$ cat config.mk
export PLATFORM = sky130hd
export DESIGN_NAME = eth_tx_arbiter
export DESIGN_NICKNAME = d
export VERILOG_FILES = /design/src/rtl/eth_pkg.sv /design/src/rtl/rr_arbiter.sv /design/src/rtl/eth_tx_arbiter.sv
export SDC_FILE = /design/constraint.sdc
export NUM_CORES = 1
export LEC_CHECK = 0
export ABC_AREA = 1
export CORE_AREA = 3 3 122 124
export CTS_CLUSTER_DIAMETER = 40
export CTS_CLUSTER_SIZE = 16
export DETAILED_ROUTE_END_ITERATION = 8
export DIE_AREA = 0 0 125 127
export PLACE_DENSITY = 0.68
export RECOVER_POWER = 100
export SYNTH_ARGS = -nofsm -noshare
export SYNTH_HDL_FRONTEND = slang
export SYNTH_SLANG_ARGS = --single-unit
$ cat constraint.sdc
create_clock -name clk -period 1.8 [get_ports clk]
set_clock_uncertainty 0.2 [all_clocks]
set_input_delay 0.18 -clock clk [delete_from_list [all_inputs] [get_ports clk]]
set_output_delay 0.18 -clock clk [all_outputs]
set_load 0.02 [all_outputs]
$ cat src/rtl/eth_pkg.sv
// Shared Ethernet constants and the transmit-arbiter state encoding.
package eth_pkg;

  localparam int          MAC_W          = 48;
  localparam int          ETHERTYPE_W    = 16;
  localparam logic [15:0] ETHERTYPE_ARP  = 16'h0806;
  localparam logic [15:0] ETHERTYPE_IPV4 = 16'h0800;

  typedef enum logic {
    ST_IDLE = 1'b0,
    ST_BUSY = 1'b1
  } arb_state_e;

endpackage

$ cat src/rtl/rr_arbiter.sv
// Combinational round-robin picker: one-hot grant of the first requester at or
// after i_ptr, wrapping from N-1 back to 0.
module rr_arbiter #(
  parameter int N     = 2,
  parameter int PTR_W = (N > 1) ? $clog2(N) : 1
) (
  input  logic [N-1:0]     i_req,
  input  logic [PTR_W-1:0] i_ptr,
  output logic [N-1:0]     o_gnt,
  output logic             o_valid
);

  logic [2*N-1:0] w_one;
  logic [2*N-1:0] w_double;
  logic [2*N-1:0] w_mask;
  logic [2*N-1:0] w_masked;
  logic [2*N-1:0] w_lowest;

  // The upper copy of the request vector is never masked, so when nothing at
  // or above the pointer is requesting, the lowest surviving bit is the wrap.
  always_comb begin
    w_one    = {{(2*N-1){1'b0}}, 1'b1};
    w_double = {i_req, i_req};
    w_mask   = ~((w_one << i_ptr) - w_one);
    w_masked = w_double & w_mask;
    w_lowest = w_masked & (~w_masked + w_one);
    o_gnt    = w_lowest[N-1:0] | w_lowest[2*N-1:N];
    o_valid  = |i_req;
  end

endmodule

$ cat src/rtl/eth_tx_arbiter.sv
// Packet-level round-robin arbiter feeding one eth_framer from N frame sources;
// a grant is held for a whole packet and the owner's sideband is latched at grant.
module eth_tx_arbiter
  import eth_pkg::*;
#(
  parameter int N_INPUTS   = 2,
  parameter int AXIS_BYTES = 4
) (
  input  logic                               clk,
  input  logic                               sreset,
  input  logic [N_INPUTS-1:0]                axis_i_tvalid,
  output logic [N_INPUTS-1:0]                axis_i_tready,
  input  logic [N_INPUTS-1:0]                axis_i_tlast,
  input  logic [N_INPUTS*AXIS_BYTES-1:0]     axis_i_tkeep,
  input  logic [N_INPUTS*AXIS_BYTES*8-1:0]   axis_i_tdata,
  input  logic [N_INPUTS*48-1:0]             axis_i_dst_mac,
  input  logic [N_INPUTS*16-1:0]             axis_i_ethertype,
  output logic                               axis_o_tvalid,
  input  logic                               axis_o_tready,
  output logic                               axis_o_tlast,
  output logic [AXIS_BYTES-1:0]              axis_o_tkeep,
  output logic [AXIS_BYTES*8-1:0]            axis_o_tdata,
  output logic [47:0]                        axis_o_dst_mac,
  output logic [15:0]                        axis_o_ethertype,
  output logic [N_INPUTS-1:0]                grant_o
);

  localparam int PTR_W  = (N_INPUTS > 1) ? $clog2(N_INPUTS) : 1;
  localparam int DATA_W = AXIS_BYTES * 8;

  arb_state_e              r_state;
  arb_state_e              w_state_nxt;
  logic [N_INPUTS-1:0]     r_grant;
  logic [N_INPUTS-1:0]     w_grant_nxt;
  logic [N_INPUTS-1:0]     w_arb_gnt;
  logic                    w_arb_valid;
  logic [PTR_W-1:0]        r_ptr;
  logic [PTR_W-1:0]        w_ptr_nxt;
  logic [PTR_W-1:0]        w_cur_idx;
  logic [MAC_W-1:0]        r_dst_mac;
  logic [MAC_W-1:0]        w_dst_mac_nxt;
  logic [MAC_W-1:0]        w_pick_mac;
  logic [ETHERTYPE_W-1:0]  r_ethertype;
  logic [ETHERTYPE_W-1:0]  w_ethertype_nxt;
  logic [ETHERTYPE_W-1:0]  w_pick_et;
  logic                    w_busy;
  logic                    w_beat_last;

  rr_arbiter #(
    .N     (N_INPUTS),
    .PTR_W (PTR_W)
  ) u_rr_arbiter (
    .i_req   (axis_i_tvalid),
    .i_ptr   (r_ptr),
    .o_gnt   (w_arb_gnt),
    .o_valid (w_arb_valid)
  );

  // AND-OR selects: sideband of the source being picked, index of the current owner.
  always_comb begin
    w_pick_mac = {MAC_W{1'b0}};
    w_pick_et  = {ETHERTYPE_W{1'b0}};
    w_cur_idx  = {PTR_W{1'b0}};
    for (int k = 0; k < N_INPUTS; k++) begin
      w_pick_mac = w_pick_mac | (axis_i_dst_mac[k*MAC_W +: MAC_W] & {MAC_W{w_arb_gnt[k]}});
      w_pick_et  = w_pick_et  | (axis_i_ethertype[k*ETHERTYPE_W +: ETHERTYPE_W] & {ETHERTYPE_W{w_arb_gnt[k]}});
      w_cur_idx  = w_cur_idx  | (PTR_W'(k) & {PTR_W{r_grant[k]}});
    end
  end

  // Pass-through of the granted source; nothing moves while idle.
  always_comb begin
    w_busy        = (r_state == ST_BUSY);
    axis_o_tvalid = 1'b0;
    axis_o_tlast  = 1'b0;
    axis_o_tkeep  = {AXIS_BYTES{1'b0}};
    axis_o_tdata  = {DATA_W{1'b0}};
    for (int k = 0; k < N_INPUTS; k++) begin
      axis_o_tvalid = axis_o_tvalid | (axis_i_tvalid[k] & r_grant[k] & w_busy);
      axis_o_tlast  = axis_o_tlast  | (axis_i_tlast[k]  & r_grant[k] & w_busy);
      axis_o_tkeep  = axis_o_tkeep  | (axis_i_tkeep[k*AXIS_BYTES +: AXIS_BYTES] & {AXIS_BYTES{r_grant[k] & w_busy}});
      axis_o_tdata  = axis_o_tdata  | (axis_i_tdata[k*DATA_W +: DATA_W] & {DATA_W{r_grant[k] & w_busy}});
    end
    axis_i_tready    = r_grant & {N_INPUTS{axis_o_tready & w_busy}};
    axis_o_dst_mac   = r_dst_mac;
    axis_o_ethertype = r_ethertype;
    grant_o          = r_grant;
  end

  // Next-state logic: grant on any request in IDLE, release on the tlast handshake.
  always_comb begin
    w_state_nxt     = r_state;
    w_grant_nxt     = r_grant;
    w_ptr_nxt       = r_ptr;
    w_dst_mac_nxt   = r_dst_mac;
    w_ethertype_nxt = r_ethertype;
    w_beat_last     = axis_o_tvalid & axis_o_tready & axis_o_tlast;
    case (r_state)
      ST_IDLE: begin
        if (w_arb_valid) begin
          w_state_nxt     = ST_BUSY;
          w_grant_nxt     = w_arb_gnt;
          w_dst_mac_nxt   = w_pick_mac;
          w_ethertype_nxt = w_pick_et;
        end else begin
          w_state_nxt = ST_IDLE;
        end
      end
      ST_BUSY: begin
        if (w_beat_last) begin
          w_state_nxt = ST_IDLE;
          w_grant_nxt = {N_INPUTS{1'b0}};
          // Wrap at N_INPUTS, not at the power of two the pointer can hold.
          w_ptr_nxt   = (w_cur_idx == PTR_W'(N_INPUTS - 1)) ? {PTR_W{1'b0}}
                                                             : w_cur_idx + PTR_W'(1);
        end else begin
          w_state_nxt = ST_BUSY;
        end
      end
      default: begin
        w_state_nxt = ST_IDLE;
        w_grant_nxt = {N_INPUTS{1'b0}};
      end
    endcase
  end

  // State, grant, pointer and latched sideband registers.
  always_ff @(posedge clk) begin
    if (sreset) begin
      r_state     <= ST_IDLE;
      r_grant     <= {N_INPUTS{1'b0}};
      r_ptr       <= {PTR_W{1'b0}};
      r_dst_mac   <= {MAC_W{1'b0}};
      r_ethertype <= {ETHERTYPE_W{1'b0}};
    end else begin
      r_state     <= w_state_nxt;
      r_grant     <= w_grant_nxt;
      r_ptr       <= w_ptr_nxt;
      r_dst_mac   <= w_dst_mac_nxt;
      r_ethertype <= w_ethertype_nxt;
    end
  end

endmodule

==> results.txt, run 1 <==
status - completed
final setup vio count - 0
Yosys reg bits - 68
Fin. Hold Viols - 0
Antenna Cells - 0
Leakage - 2.918 nW
die width - 125 µm
post-CTS setup-driven buffer insertion count - 0
fmax - 575.7 MHz
TritonCTS clock tree - done
vias in the first global route - 5145
I/O pin count - 313
Worst Setup End Kind - primary output
leading cell type in the layout, fill and taps excluded - clkdlybuf4s50_1
Clock Latency Late Sink - 0.33 ns
Hold EP - r_state$_SDFF_PP0_
Synth cell types - 17
Peak VDD IR - 0.0003716 V
Filler Cell Count - 1347
hold slack - 0.1219 ns
post-DP HPWL - 13.34 mm
FP Rows - 43
Critical Path Stages - 1
max_cap viols - 0
drt total wl - 18.04 mm
synthesized instance count - 538
PwrDens - 705.2 nW/µm²
post-route insts no fill - 1002
All-Layer GR Usage - 21.49%
initial antenna violation count - 0
multi-input combinational cell area - 2008 µm²
Worst Path Arrival - 1.36 ns
Worst Path Required - 1.42 ns
core area - 13880 µm²
routability cong. - 0.9032
global-route wire length before repair - 27.71 mm
Clock transition at path regs - 0.06 ns
Via density - 5.228
layout cells sized above 1 - 10.46%
fin crit share - 96.50%
Area growth syn-to-layout - 94.62%
crit path time final - 1.737 ns
crit-path cells - dlygate4sd3_1
H-tree depth - 3
vias - 5238
Post-Syn Nets - 745
commonest non-fill, non-tap cells in the layout - clkdlybuf4s50_1, nand3_1, dfxtp_1, a31oi_1, o21ai_0
Max-Slew Margin vs Limit - 70.28%
WS Path Type - flip-flop to primary output
CTS Buffer Depth - 2
WHS Path Cells - 5
post-route ant nets - 0
Initial Util - 26.47%
Hold Crit Start - axis_i_tvalid[1]
Die ar. - 15880 µm²
area of the mapped netlist - 3675 µm²
CTS root buffer - clkbuf_16
critical path's slowest cell - dlygate4sd3_1
Register Area - 1368 µm²
startpoint types - flip-flop
delay-heaviest family, CP - buffers and inverters
gr ovfl total - 0
reg2reg end - axis_o_dst_mac[12]$_SDFFE_PP0P_
Chip Height - 127 µm
total CTS buffers - 9
reg-to-reg critical path startpoint - r_state$_SDFF_PP0_
worst path bufs/invs - 1
worst min path class - input pin to flip-flop
drt drc - 0
Final #Nets - 1024
Syn Area/Cell - 6.830 µm²
worst slew pin tran - 0.4457 ns
Cells after DPL - 986
delay of the slowest critical-path stage - 0.70 ns
Detailed Routing Iterations Pass 1 - 6
unrepaired setup endpoints after global routing - no
DR iter-0 viols - 264
Synth Warn # - 0
CP max FO - 2
sequential-to-total area share from yosys stat - 37.04%
R2R cell count - 5
DR WL/cell - 18.00 µm
clock sink count - 68
flop2flop setup slack - 0.13 ns
I/O Buffers - 312
Final Max Tran Viols - 0
largest net degree at the start of global routing - 76
Yosys cell counts:
| cell type | instances | share of area, % |
|---|---|---|
| a31oi_1 | 64 | 11 |
| dfxtp_1 | 68 | 37 |
| buf_6 | 1 | 0.31 |
| clkbuf_1 | 38 | 3.9 |
| nand3_1 | 209 | 28 |
| buf_4 | 2 | 0.41 |
| nor2_1 | 6 | 0.61 |
| inv_1 | 7 | 0.72 |
| a21oi_1 | 2 | 0.27 |
| o21ai_0 | 18 | 2.5 |
| nand2_1 | 46 | 4.7 |
| a21oi_2 | 1 | 0.24 |
| buf_1 | 7 | 0.72 |
| inv_2 | 3 | 0.31 |
| buf_2 | 18 | 2.5 |
| nor3_1 | 2 | 0.27 |
| o21ai_1 | 46 | 6.3 |
cell families after synthesis:
| kind of cell | synth area share, % |
|---|---|
| AOI/OAI and AO/OA | 20.12 |
| and+or+nand+nor | 34.05 |
| DFF | 37.04 |
| buffers and inverters | 8.785 |
sequential cells by signal (all words and copies together), names as in the netlist:
| name | count |
|---|---|
| axis_o_dst_mac | 48 |
| r_ptr | 1 |
| grant_o | 2 |
| r_state | 1 |
| axis_o_ethertype | 16 |
worst register-to-register path: cells and delay by family (launching register included):
family / cells / cell delay (ns)
AOI/OAI and AO/OA: 3 / 0.52
buffers and inverters: 2 / 0.50
DFF: 1 / 0.38
per-layer routing:
metal  global-route usage, %  wire [µm]  vias up
met1                   24.14       6845     2422
li1                        -          -     2520
met4                   5.995        395        0
met3                   6.856       1531       26
met5                       0          0        -
met2                   39.20       9268      270
cell type report:
class	instances	share of cell area, %
multi-input combinational	394	28.08
timing repair buffer	334	45.03
inverter	10	0.5248
clock inverter	6	0.8922
sequential	68	19.12
clock buffer	10	3.202
tap	180	3.149
how the worst max path moves through the flow:
| stage | from | endpoint | slack [ns] |
|---|---|---|---|
| after floorplan | grant_o[1]$_SDFFE_PP0P_ | axis_i_tready[1] | 0.06 |
| after global placement | axis_o_tready | axis_i_tready[1] | -0.16 |
| after detailed placement | axis_o_tready | axis_i_tready[0] | -0.16 |
| after CTS | r_state$_SDFF_PP0_ | axis_o_tdata[26] | 0.003 |
| after global routing | r_state$_SDFF_PP0_ | axis_i_tready[0] | 0.01 |
| final | axis_o_dst_mac[2]$_SDFFE_PP0P_ | axis_o_dst_mac[2] | 0.06 |
timing repair:
item                       4_1_cts  5_1_grt
hold buffers                     0        0
gates resized for setup         88       35
setup endpoints to repair       35       30
where the power goes:
part	total, mW	switching [mW]	internal, mW
clock	1.77	0.696	1.07
combinational	1.57	0.757	0.812
sequential	1.71	0.0678	1.64
total	5.04	1.52	3.52
per-stage QoR:
stage / setup TNS [ns] / area (µm²) / total power, mW / setup WS, ns / utilization (%)
2_1_floorplan: 0 / 3675 / 2.406 / 0.06345 / -
3_3_place_gp: -0.4626 / 7037 / 3.377 / -0.1563 / 50.69
3_5_place_dp: -0.5027 / 7037 / 3.402 / -0.1620 / 50.69
4_1_cts: 0 / 7347 / 5.181 / 0.003115 / 52.93
5_1_grt: 0 / 7152 / 5.293 / 0.01107 / 51.52
6_report: 0 / 7152 / 5.043 / 0.06295 / 51.52
Power figures use the tool's default switching activity.
==> run 2: changes to the inputs <==
--- a/config.mk
+++ b/config.mk
@@ -6,12 +6,12 @@
 export NUM_CORES = 1
 export LEC_CHECK = 0
 export ABC_AREA = 1
-export CORE_AREA = 3 3 122 124
+export CORE_AREA = 3 3 120 122
 export CTS_CLUSTER_DIAMETER = 40
 export CTS_CLUSTER_SIZE = 16
 export DETAILED_ROUTE_END_ITERATION = 8
-export DIE_AREA = 0 0 125 127
-export PLACE_DENSITY = 0.68
+export DIE_AREA = 0 0 123 125
+export PLACE_DENSITY = 0.73
 export RECOVER_POWER = 100
 export SYNTH_ARGS = -nofsm -noshare
 export SYNTH_HDL_FRONTEND = slang
==> constraint.sdc (replaced) <==
create_clock -name clk -period 1.53 [get_ports clk]
set_clock_uncertainty 0.2 [all_clocks]
set_input_delay 0.153 -clock clk [delete_from_list [all_inputs] [get_ports clk]]
set_output_delay 0.153 -clock clk [all_outputs]
set_load 0.02 [all_outputs]
==> results.txt, run 2 (synthesis gave the netlist of run 1 again) <==
status - finished, violations left
violated checks - setup timing
critical path's slowest cell - dfxtp_4
Flop pwr share - 28.4% (-5.4 points)
post-DP HPWL - 12.68 mm (-4.9%)
routability cong. - 0.8491 (-6.0%)
hold slack - 0.02633 ns (-0.09557 ns)
final setup vio count - 107 (+107)
drt total wl - 22.58 mm (+25%)
Register Area - 1373 µm² (+0.37%)
core area - 13300 µm² (-4.2%)
Leakage - 3.704 nW (+27%)
worst path bufs/invs - 4 (+3)
leading cell type in the layout, fill and taps excluded - clkdlybuf4s50_1
worst slack, placed - -0.2862 ns (-0.1242 ns)
Clock transition at path regs - 0.06 ns (about the same)
Clock Latency Late Sink - 0.33 ns (about the same)
commonest non-fill, non-tap cells in the layout - clkdlybuf4s50_1, nand3_1, dfxtp_1, dlygate4sd2_1, buf_6
fmax - 585.4 MHz
I/O Buffers - 312 (unchanged)
most used cell, CP - buf_6
startpoint types - flip-flop
Final #Nets - 1084 (+5.9%)
Fin. Hold Viols - 0 (unchanged)
drt drc - 0 (unchanged)
Final Max Tran Viols - 0 (unchanged)
Initial Util - 27.64% (+1.2 points)
DR iter-0 viols - 380 (+44%)
CP max FO - 5 (+3)
post-route cell area - 8927 µm² (+25%)
metal2 WL - 11.04 mm (+19%)
CTS root buffer - clkbuf_16
multi-input combinational cell area - 2549 µm² (+27%)
initial antenna violation count - 1 (+1)
Chip Height - 125 µm (-1.6%)
highest routed layer - met4
max FFs per register - 48 (unchanged)
wire length on met1 - 8.376 mm (+22%)
total CTS buffers - 9 (unchanged)
largest net degree at the start of global routing - 45 (-41%)
post-route ant nets - 0 (unchanged)
Worst Path Arrival - 1.36 ns (about the same)
Filler Cell Count - 1054 (-22%)
Max-Slew Margin vs Limit - 67.41% (-2.9 points)
worst slew pin tran - 0.4889 ns (+0.04315 ns)
FP Rows - 42 (-2.3%)
Via density - 5.412 (+3.5%)
gr ovfl total - 0 (unchanged)
fin crit share - 111.6%
max_cap viols - 0 (unchanged)
I/O pin count - 313 (unchanged)
WS Path Type - flip-flop to primary output
H-tree depth - 3 (unchanged)
Design Power - 7.135 mW (+41%)
Sw Pwr - 2.143 mW (+41%)
DR WL met3 - 2.154 mm (+41%)
unrepaired setup endpoints after global routing - yes
# hold bufs at CTS - 0 (unchanged)
Post-DP Area - 7167 µm² (+1.8%)
Worst Path Required - 1.18 ns (-0.24 ns)
delay-heaviest family, CP - buffers and inverters
clock sink count - 68 (unchanged)
vias in the first global route - 5581 (+8.5%)
delay of the slowest critical-path stage - 0.37 ns (-0.33 ns)
Logic pwr share - 35.9% (+4.8 points)
All-Layer GR Usage - 25.86% (+4.4 points)
Peak VDD IR - 0.0005758 V (+55%)
die width - 123 µm (-1.6%)
CTS Buffer Depth - 2 (unchanged)
worst min path class - input pin to flip-flop
part of the power in the clock network - 35.7% (+0.6 points)
TritonCTS clock tree - done
Worst Setup End Kind - primary output
Area growth syn-to-layout - 142.9%
PwrDens - 799.2 nW/µm² (+13%)
vias - 5731 (+9.4%)
switch share - 30.04% (-0.099 points)
Detailed Routing Iterations Pass 1 - 5 (-1)
crit path time final - 1.708 ns
PnR worst setup slack - -0.1782 ns (-0.2412 ns)
Die ar. - 15380 µm² (-3.1%)
setup_tns - -8.662 ns (-8.662 ns)
crit-path cells - buf_12 -> buf_6 -> buf_8 -> nand3_4 -> nand2_4 -> buf_6
global-route wire length before repair - 30.91 mm (+12%)
DR WL/cell - 21.32 µm (+18%)
P_int - 4.992 mW (+42%)
layout cells sized above 1 - 29.02% (+19 points)
run 2: cell count changes in the layout (fill, tap and decap cells not counted), sizes merged, moves of 3 or more:
cell,change
bufbuf,+3
dlygate4sd2,+62
clkbuf,-28
clkdlybuf4s50,-28
dlygate4sd3,-36
buf,+90
run 2: layout make-up:
class	instances	share of cell area (%)
Clock inverter	5	1.191
Antenna cell	1	0.02803
Clock buffer	11	2.831
Sequential cell	68	15.37
Inverter	10	0.4765
Multi-Input combinational cell	394	28.55
Tap cell	176	2.467
Timing Repair Buffer	394	49.08
run 2: worst register-to-register path, stage by stage, from the launching register on:
cell and delay (ns):
dfxtp_4 0.37, buf_6 0.14, buf_6 0.11, a21oi_4 0.13
buf_6 0.16, buf_6 0.13, bufbuf_16 0.26, a31oi_2 0.07
run 2: worst paths after layout:
kind	start	end	slack, ns	cells past startpoint
max reg2reg	r_state$_SDFF_PP0_	axis_o_dst_mac[31]$_SDFFE_PP0P_	-0.14	7
min reg2reg	axis_o_dst_mac[44]$_SDFFE_PP0P_	axis_o_dst_mac[44]$_SDFFE_PP0P_	0.31	2
min	axis_i_tvalid[0]	r_state$_SDFF_PP0_	0.03	5
max	grant_o[1]$_SDFFE_PP0P_	axis_o_tdata[5]	-0.18	6
run 2: per-layer routing:
metal  global-route usage [%]  vias up
met5                        0        -
met4                    10.81        0
met3                    7.407       60
met2                    45.61      338
met1                    28.75     2675
li1                         -     2658
run 2: stage by stage:
stage / utilization (%) / instances
after CTS: 63.63 / 1050
after floorplan: - / 538
after global placement: 53.91 / 996
final: 67.15 / 1059
after global routing: 67.15 / 1059
after detailed placement: 53.91 / 996
run 2: power by group through the flow:
| stage | registers (mW) | logic (mW) | clock network [mW] |
|---|---|---|---|
| 6_report | 2.03 | 2.56 | 2.55 |
| 5_1_grt | 2.05 | 2.68 | 2.63 |
| 4_1_cts | 2.02 | 2.37 | 2.57 |
| 3_5_place_dp | 2.05 | 1.99 | 0 |
| 3_3_place_gp | 2.04 | 1.99 | 0 |
| 2_1_floorplan | 2.22 | 0.613 | 0 |
run 2: repair_timing:
item,in CTS,in global routing
pin swaps,17,40
gates resized for setup,343,122
hold endpoints to repair,0,0
gates cloned,17,8
endpoints found under the setup margin,174,110
buffers inserted,21,8
==> run 3: changes to the inputs <==
--- a/config.mk
+++ b/config.mk
@@ -6,6 +6,7 @@
 export NUM_CORES = 1
 export LEC_CHECK = 0
 export ABC_AREA = 1
+export CAP_MARGIN = 20
 export CORE_AREA = 3 3 120 122
 export CTS_CLUSTER_DIAMETER = 40
 export CTS_CLUSTER_SIZE = 16
==> results of run 3 <==
The final DEF is identical to that of run 2; final timing and power are the same.
